$ cat src/rtl/mem_port_arbiter.sv
// Round-robin arbiter sharing one memory port between fetch (A) and LSU (B).
// Latches the winner's request, sequences it to ack or timeout, returns data.
module mem_port_arbiter #(
   parameter int TIMEOUT = 16,
   parameter int CNT_W   = 5
) (
   input  logic        clk,
   input  logic        rst,
   input  logic        req_a,
   input  logic [31:0] addr_a,
   input  logic        req_b,
   input  logic [31:0] addr_b,
   input  logic [31:0] wdata_b,
   input  logic        we_b,
   output logic        gnt_a,
   output logic        gnt_b,
   output logic        done_a,
   output logic        done_b,
   output logic        err,
   output logic [31:0] rdata,
   output logic        sel,
   output logic        mem_req,
   output logic [31:0] mem_addr,
   output logic [31:0] mem_wdata,
   output logic        mem_we,
   input  logic        mem_ready,
   input  logic [31:0] mem_rdata
);

   typedef enum logic [1:0] {
      IDLE   = 2'd0,
      BUSY_A = 2'd1,
      BUSY_B = 2'd2
   } state_t;

   localparam logic [CNT_W-1:0] CNT_LAST =
      CNT_W'(TIMEOUT > 0 ? TIMEOUT - 1 : 0);

   state_t           state, state_nxt;
   logic             last_b;
   logic [CNT_W-1:0] cnt;
   logic             ea, eb;
   logic             win_a, win_b;
   logic             tmo;

   // A requester still showing its done pulse is masked from this round
   assign ea    = req_a & ~done_a;
   assign eb    = req_b & ~done_b;
   assign win_a = ea & (~eb | last_b);
   assign win_b = eb & (~ea | ~last_b);
   assign tmo   = (TIMEOUT != 0) && (cnt == CNT_LAST);

   always_ff @(posedge clk) begin
      if (rst) state <= IDLE;
      else     state <= state_nxt;
   end

   always_comb begin
      state_nxt = state;
      unique case (state)
         IDLE: begin
            if (win_a)      state_nxt = BUSY_A;
            else if (win_b) state_nxt = BUSY_B;
         end
         BUSY_A, BUSY_B: begin
            if (mem_ready || tmo) state_nxt = IDLE;
         end
         default: state_nxt = IDLE;
      endcase
   end

   always_comb begin
      gnt_a   = 1'b0;
      gnt_b   = 1'b0;
      mem_req = 1'b0;
      unique case (state)
         BUSY_A: begin
            gnt_a   = 1'b1;
            mem_req = 1'b1;
         end
         BUSY_B: begin
            gnt_b   = 1'b1;
            mem_req = 1'b1;
         end
         default: ;
      endcase
   end

   always_ff @(posedge clk) begin
      if (rst) begin
         done_a    <= 1'b0;
         done_b    <= 1'b0;
         err       <= 1'b0;
         rdata     <= '0;
         sel       <= 1'b0;
         mem_addr  <= '0;
         mem_wdata <= '0;
         mem_we    <= 1'b0;
         last_b    <= 1'b1;
         cnt       <= '0;
      end else begin
         done_a <= 1'b0;
         done_b <= 1'b0;
         err    <= 1'b0;
         unique case (state)
            IDLE: begin
               if (win_a) begin
                  mem_addr  <= addr_a;
                  mem_wdata <= '0;
                  mem_we    <= 1'b0;
                  sel       <= 1'b0;
                  last_b    <= 1'b0;
                  cnt       <= '0;
               end else if (win_b) begin
                  mem_addr  <= addr_b;
                  mem_wdata <= wdata_b;
                  mem_we    <= we_b;
                  sel       <= 1'b1;
                  last_b    <= 1'b1;
                  cnt       <= '0;
               end
            end
            BUSY_A, BUSY_B: begin
               if (mem_ready) begin
                  rdata  <= mem_rdata;
                  done_a <= (state == BUSY_A);
                  done_b <= (state == BUSY_B);
               end else if (tmo) begin
                  rdata  <= '0;
                  err    <= 1'b1;
                  done_a <= (state == BUSY_A);
                  done_b <= (state == BUSY_B);
               end else begin
                  cnt <= cnt + CNT_W'(1);
               end
            end
            default: ;
         endcase
      end
   end

endmodule

$ cat config.mk
export PLATFORM = sky130hd
export DESIGN_NAME = mem_port_arbiter
export DESIGN_NICKNAME = d
export VERILOG_FILES = /design/src/rtl/mem_port_arbiter.sv
export SDC_FILE = /design/constraint.sdc
export NUM_CORES = 1
export LEC_CHECK = 0
export CORE_ASPECT_RATIO = 1.25
export CORE_UTILIZATION = 38
export CTS_CLUSTER_SIZE = 20
export DETAILED_ROUTE_END_ITERATION = 6
export GPL_TIMING_DRIVEN = 0
export HOLD_SLACK_MARGIN = 0.1
export PLACE_DENSITY_LB_ADDON = 0.08
export RECOVER_POWER = 100
export SYNTH_ARGS = -nofsm -noshare
export SYNTH_HDL_FRONTEND = slang
export SYNTH_SLANG_ARGS = --single-unit
$ cat constraint.sdc
create_clock -name clk -period 2.65 [get_ports clk]
set_input_delay 0.6625 -clock clk [delete_from_list [all_inputs] [get_ports clk]]
set_output_delay 0.6625 -clock clk [all_outputs]
set_load 0.02 [all_outputs]
### Word level (Yosys, flattened, before mapping)

Index checks and enable logic that the tools add are counted.

| storage, ports and cells | value |
|---|---|
| register bits | 109 |
| input port bits | 134 |

| cells by class | value |
|---|---|
| add/subtract/negate cells | 1 |
| equal/unequal tests | 7 |
| multiplexer cells | 27 |
| bitwise logic cells | 12 |
| reductions and logical operators | 12 |

Operators by type and width:

| operator | number |
|---|---|
| $mux 32 | 6 |
| $mux 5 | 4 |
| $mux 1 | 12 |
| $pmux 5 s2 | 1 |
| $mux 2 | 3 |
| $not 1->1 | 6 |
| $reduce_and 2->1 | 3 |
| $reduce_bool 2->1 | 3 |
| $add 5x1->5 const B | 1 |
| $eq 5x4->1 const B | 1 |
| $and 1x1->1 | 4 |
| $ne 2x2->1 const B | 2 |
| $pmux 2 s2 | 1 |
| $reduce_and 4->1 | 1 |
| $reduce_or 2->1 | 2 |
| $ne 3x3->1 const B | 1 |
| $reduce_or 3->1 | 1 |
| $eq 2x1->1 const B | 1 |
| $eq 2x2->1 const B | 1 |
| $logic_not 2->1 | 1 |
| $ne 2x1->1 const B | 1 |
| $or 1x1->1 | 2 |
| $logic_or 1x1->1 | 1 |

### Logic depth before layout (Yosys ltp)

| depth | value |
|---|---|
| depth in word-level cells | 8 |
| mapped depth | 8 |
| depth with buffers taken out | 7 |

### Worst setup path after synthesis

No wires, ideal clock.

| path | value |
|---|---|
| path type | reg-to-reg |
| from | register state[0] |
| to | register cnt[0] |
| arrival | 1.788 ns |
| data required time | 2.522 ns |
| setup slack | 0.734 ns |
| stages on the path, launching flop included | 8 |
| buffers on the path | 1 |
| period minus slack after synthesis | 1.916 ns |
| cells stage by stage | dfxtp_1 inv_1 ha_1 buf_4 or3b_4 a32oi_4 mux2i_1 nor2_1 |

| on the way | value |
|---|---|
| cells in the longest elaborated chain, start to end | 4 |
| elaborated cells on any way between the ends | 10 |
| those cells by class | 5 x eq/ne; 1 x mux; 4 x reduce/logical |

Ends and longest elaborated chain:

| what | RTL line | text |
|---|---|---|
| from (decl) | 39 | `state_t state, state_nxt;` |
| from (signal assigned) | 55 | `else state <= state_nxt;` |
| $eq 2x1->1 / $eq 2x2->1 (equally long branches) | 105 | `unique case (state)` |
| $reduce_or 2->1 (no source line) | n/a |  |
| $ne 2x2->1 (no source line) / $reduce_bool 2->1 (equally long branches) | n/a |  |
| $reduce_and 4->1 (no source line) | n/a |  |
| to (signal assigned) | 134 | `cnt <= cnt + CNT_W'(1);` |
| to (decl) | 41 | `logic [CNT_W-1:0] cnt;` |

Several ways; a longest one is shown, not always the timed one.
A chain may end at the register's enable or synchronous reset.

### Final worst setup path

| path | value |
|---|---|
| from | register state[1] |
| to | output port mem_req |

| on the way | value |
|---|---|
| cells in the longest elaborated chain, start to end | 3 |
| elaborated cells on any way between the ends | 4 |
| those cells by class | 2 x eq/ne; 1 x mux; 1 x reduce/logical |

Ends and longest elaborated chain:

| what | RTL line | text |
|---|---|---|
| $eq 2x1->1 / $eq 2x2->1 (equally long branches) | 76 | `unique case (state)` |
| $reduce_or 2->1 (no source line) (*) | n/a |  |
| $mux 1 (*) | 76 |  |
| to (decl) | 22 | `output logic mem_req,` |

Every way passes the cells marked *; elsewhere a longest branch is shown, timed or not.

==> out/metrics.yaml <==
synth:
  postSynth.asyncResetShare_pct: 0
  syn_area_per_cell_sq_um: 9.30
  yosysWarnings: 0
  yosysUniqueCellTypes: 35
  seq_area_frac_synth_pct: 54.1
  syn_area_sq_mm: 0.00404
  syn_nets: 573
  netlist_instances: 434
  synth_flop_cell: "dfxtp_1"
  synth_edf_count: 0
  synth_seq_cells: 109
cts:
  cts.clk_slew.worst_paths_ns: 0.07
  cts_max_level: 3
  cts_tree: "yes"
  cts_made_buffers: 9
  worstSkewPairLatency_ns: 0.34
  hold_buffers: 0
  cts_resized: 0
  postCtsSetupBuffers: 0
  clock-sinks: 109
  clk_path_buf_depth: 2
  clock-root-buffer: "clkbuf_16"
critical_path:
  required_ns: 1.99
  rrSetupSlack_ns: 0.38
  arrival_ns: 1.75
  worstSetupStartpointType: "flop"
  path_buf_inv: 2
  critPathKind: "reg2out"
  cpPeakStageDelay_ns: 0.69
  critPathMaxFanout: 3
  critical-path-top-delay-family: "buffers and inverters"
  crit_chain: "inv_1 -> ha_1 -> dlygate4sd3_1"
  slowest_stage: "dlygate4sd3_1"
  endpoint_kind: "output pin"
timing:
  fin_worst_skew_ns: 0.00896
  tightest_slew_ns: 0.616
  hold_violations: 0
  slew_headroom_pct: 58.9
  rsz0062_at_grt: "false"
  slew_violations: 0
  min_period_ns: 2.41
  fin_crit_sh_pct: 91.1
  tns_ns: 0
  clock.fmax_ghz: 0.414
  finalSetupViolCount: 0
routing:
  drt-initial-drc-count: 194
  vias_per_cell: 5.09
  highest_layer: "met4"
  wl_met2_mm: 6.40
  routed_wl_mm: 12.5
  m1WireLength_mm: 5.05
  drc: 0
  vias: 4149
  ant_nets: 0
  dr_wl_met3_microns: 967
  dr.pass1.iters: 5
  wl_per_cell_microns: 15.4
cells_and_area:
  seq_area_sq_mm: 0.00218
  final_area_sq_mm: 0.00681
  fillCellCount: 871
  final_common_cell: "clkdlybuf4s50_1"
  final_cell_mix: "clkdlybuf4s50_1, dfxtp_1, dlygate4sd3_1"
  nNetsFinal: 820
  drive_gt1_share_pct: 5.10
  n_antenna_cell: 0
  fin_cells: 815
  area_growth_pct: 68.9
  multiInputGateArea_sq_mm: 0.00158
worst_hold_path:
  min_path_type: "reg2reg"
floorplanning:
  dieHeight_microns: 117
  ioPinCount: 238
  start_util_pct: 39.5
  dieWidth_microns: 94.2
  die_area_sq_mm: 0.0110
  fp-row-count: 41
  core_region_area_sq_mm: 0.0102
power_and_ir_drop:
  internal-power_mw: 3.20
  p_switching_mw: 1.29
  p_leak_nw: 2.84
  comb_power_share_pct: 27.0
  clkPwrFrac_pct: 31.4
  sequentialPowerShare_pct: 41.5
  power_density_mw_per_mm2: 660
  ir_drop_mv: 0.334
  swShare_pct: 28.8
  fin_total_pwr_mw: 4.50
job:
  drv_cap: 0
placed_design:
  port_buffers: 236
  place_hpwl_mm: 9.50
  dp_cells: 799
  routabilityCongestion: 0.785
  place_area_sq_mm: 0.00656
grt:
  first_global_vias: 3980
  gr-usage-all-layers_pct: 22.3
  grt_pass1_wl_mm: 19.2
  grt_antenna_before_repair: 0
  grt_overflow: 0
  grt_max_degree: 18
run_status:
  status: "completed"
[power groups by stage]
stage | combinational (mW) | sequential, mW | clock (mW)
finish | 1.22 | 1.87 | 1.41
global route | 1.32 | 1.88 | 1.52
CTS | 1.31 | 1.88 | 1.45
detailed placement | 1.31 | 1.91 | 0
global placement | 1.29 | 1.90 | 0
floorplan | 0.508 | 2.08 | 0
[metal layers]
layer | vias up | track usage (%)
met2 | 163 | 40.0
met4 | 0 | 7.49
li1 | 2046 | -
met1 | 1934 | 25.6
met3 | 6 | 5.88
met5 | - | 0
[worst paths after layout]
check        startpoint      end  cells after the start
min              cnt[4]   cnt[4]                      2
min reg2reg      cnt[4]   cnt[4]                      2
max            state[1]  mem_req                      3
max reg2reg    state[1]   cnt[0]                      7
[worst register-to-register path, delay by kind of cell (launching register included)]
kind | cells | cell delay, ns
mux | 1 | 0.24
compound gates | 1 | 0.41
buf+inv | 2 | 0.34
fa+ha+maj | 1 | 0.30
simple gates | 2 | 0.51
flops | 1 | 0.35
[cell families (layout without fill, tap and decap cells)]
kind of cell    count (synthesis)  after routing  synth area share, %
flops                         109            109                 54.1
mux                             2              2                0.496
compound gates                115            115                 21.0
fa+ha+maj                       5              5                 1.55
simple gates                  158            158                 17.1
buf+inv                        45            297                 5.83
[through the flow]
| stage | utilization, % | setup slack (ns) | hold WS (ns) |
|---|---|---|---|
| finish | 66.7 | 0.237 | 0.493 |
| global route | 66.7 | 0.142 | 0.525 |
| CTS | 67.3 | 0.271 | 0.501 |
| detailed placement | 64.2 | 0.184 | 0.483 |
| global placement | 64.2 | 0.259 | 0.475 |
| floorplan | - | 0.734 | 0.460 |
[state kept, by name, summed over array words and instances, names as in the netlist]
name and cells:
last_b 1, err 1, mem_we 1, rdata 32, mem_wdata 32, done_b 1
cnt 5, sel 1, mem_addr 32, done_a 1, state 2
[cell type report]
| cell class | instances | share of cell area, % |
|---|---|---|
| inverters | 7 | 0.386 |
| clock buffers | 10 | 3.36 |
| flip-flops and latches | 109 | 32.0 |
| plain buffers | 38 | 2.66 |
| clock inverters | 6 | 1.29 |
| well taps | 129 | 2.37 |
| multi-input cells | 280 | 23.2 |
| repair buffers | 236 | 34.7 |
[synth_stat cells (2+ instances only)]
cell type | instances | area share (%)
nor2_1 | 103 | 9.6
buf_4 | 6 | 1.1
dfxtp_1 | 109 | 54
a31oi_1 | 2 | 0.31
nor3b_1 | 2 | 0.37
nand2b_1 | 5 | 0.78
o21ai_0 | 4 | 0.50
nand3_1 | 4 | 0.50
nor3_1 | 34 | 4.2
nand2_1 | 2 | 0.19
a21oi_1 | 3 | 0.37
inv_1 | 7 | 0.65
ha_1 | 5 | 1.6
o22ai_1 | 32 | 5.0
buf_2 | 11 | 1.4
mux2i_1 | 2 | 0.50
clkbuf_1 | 17 | 1.6
buf_6 | 4 | 1.1
nor2b_1 | 2 | 0.31
a22oi_1 | 65 | 12
(Power assumes the default switching activity.)
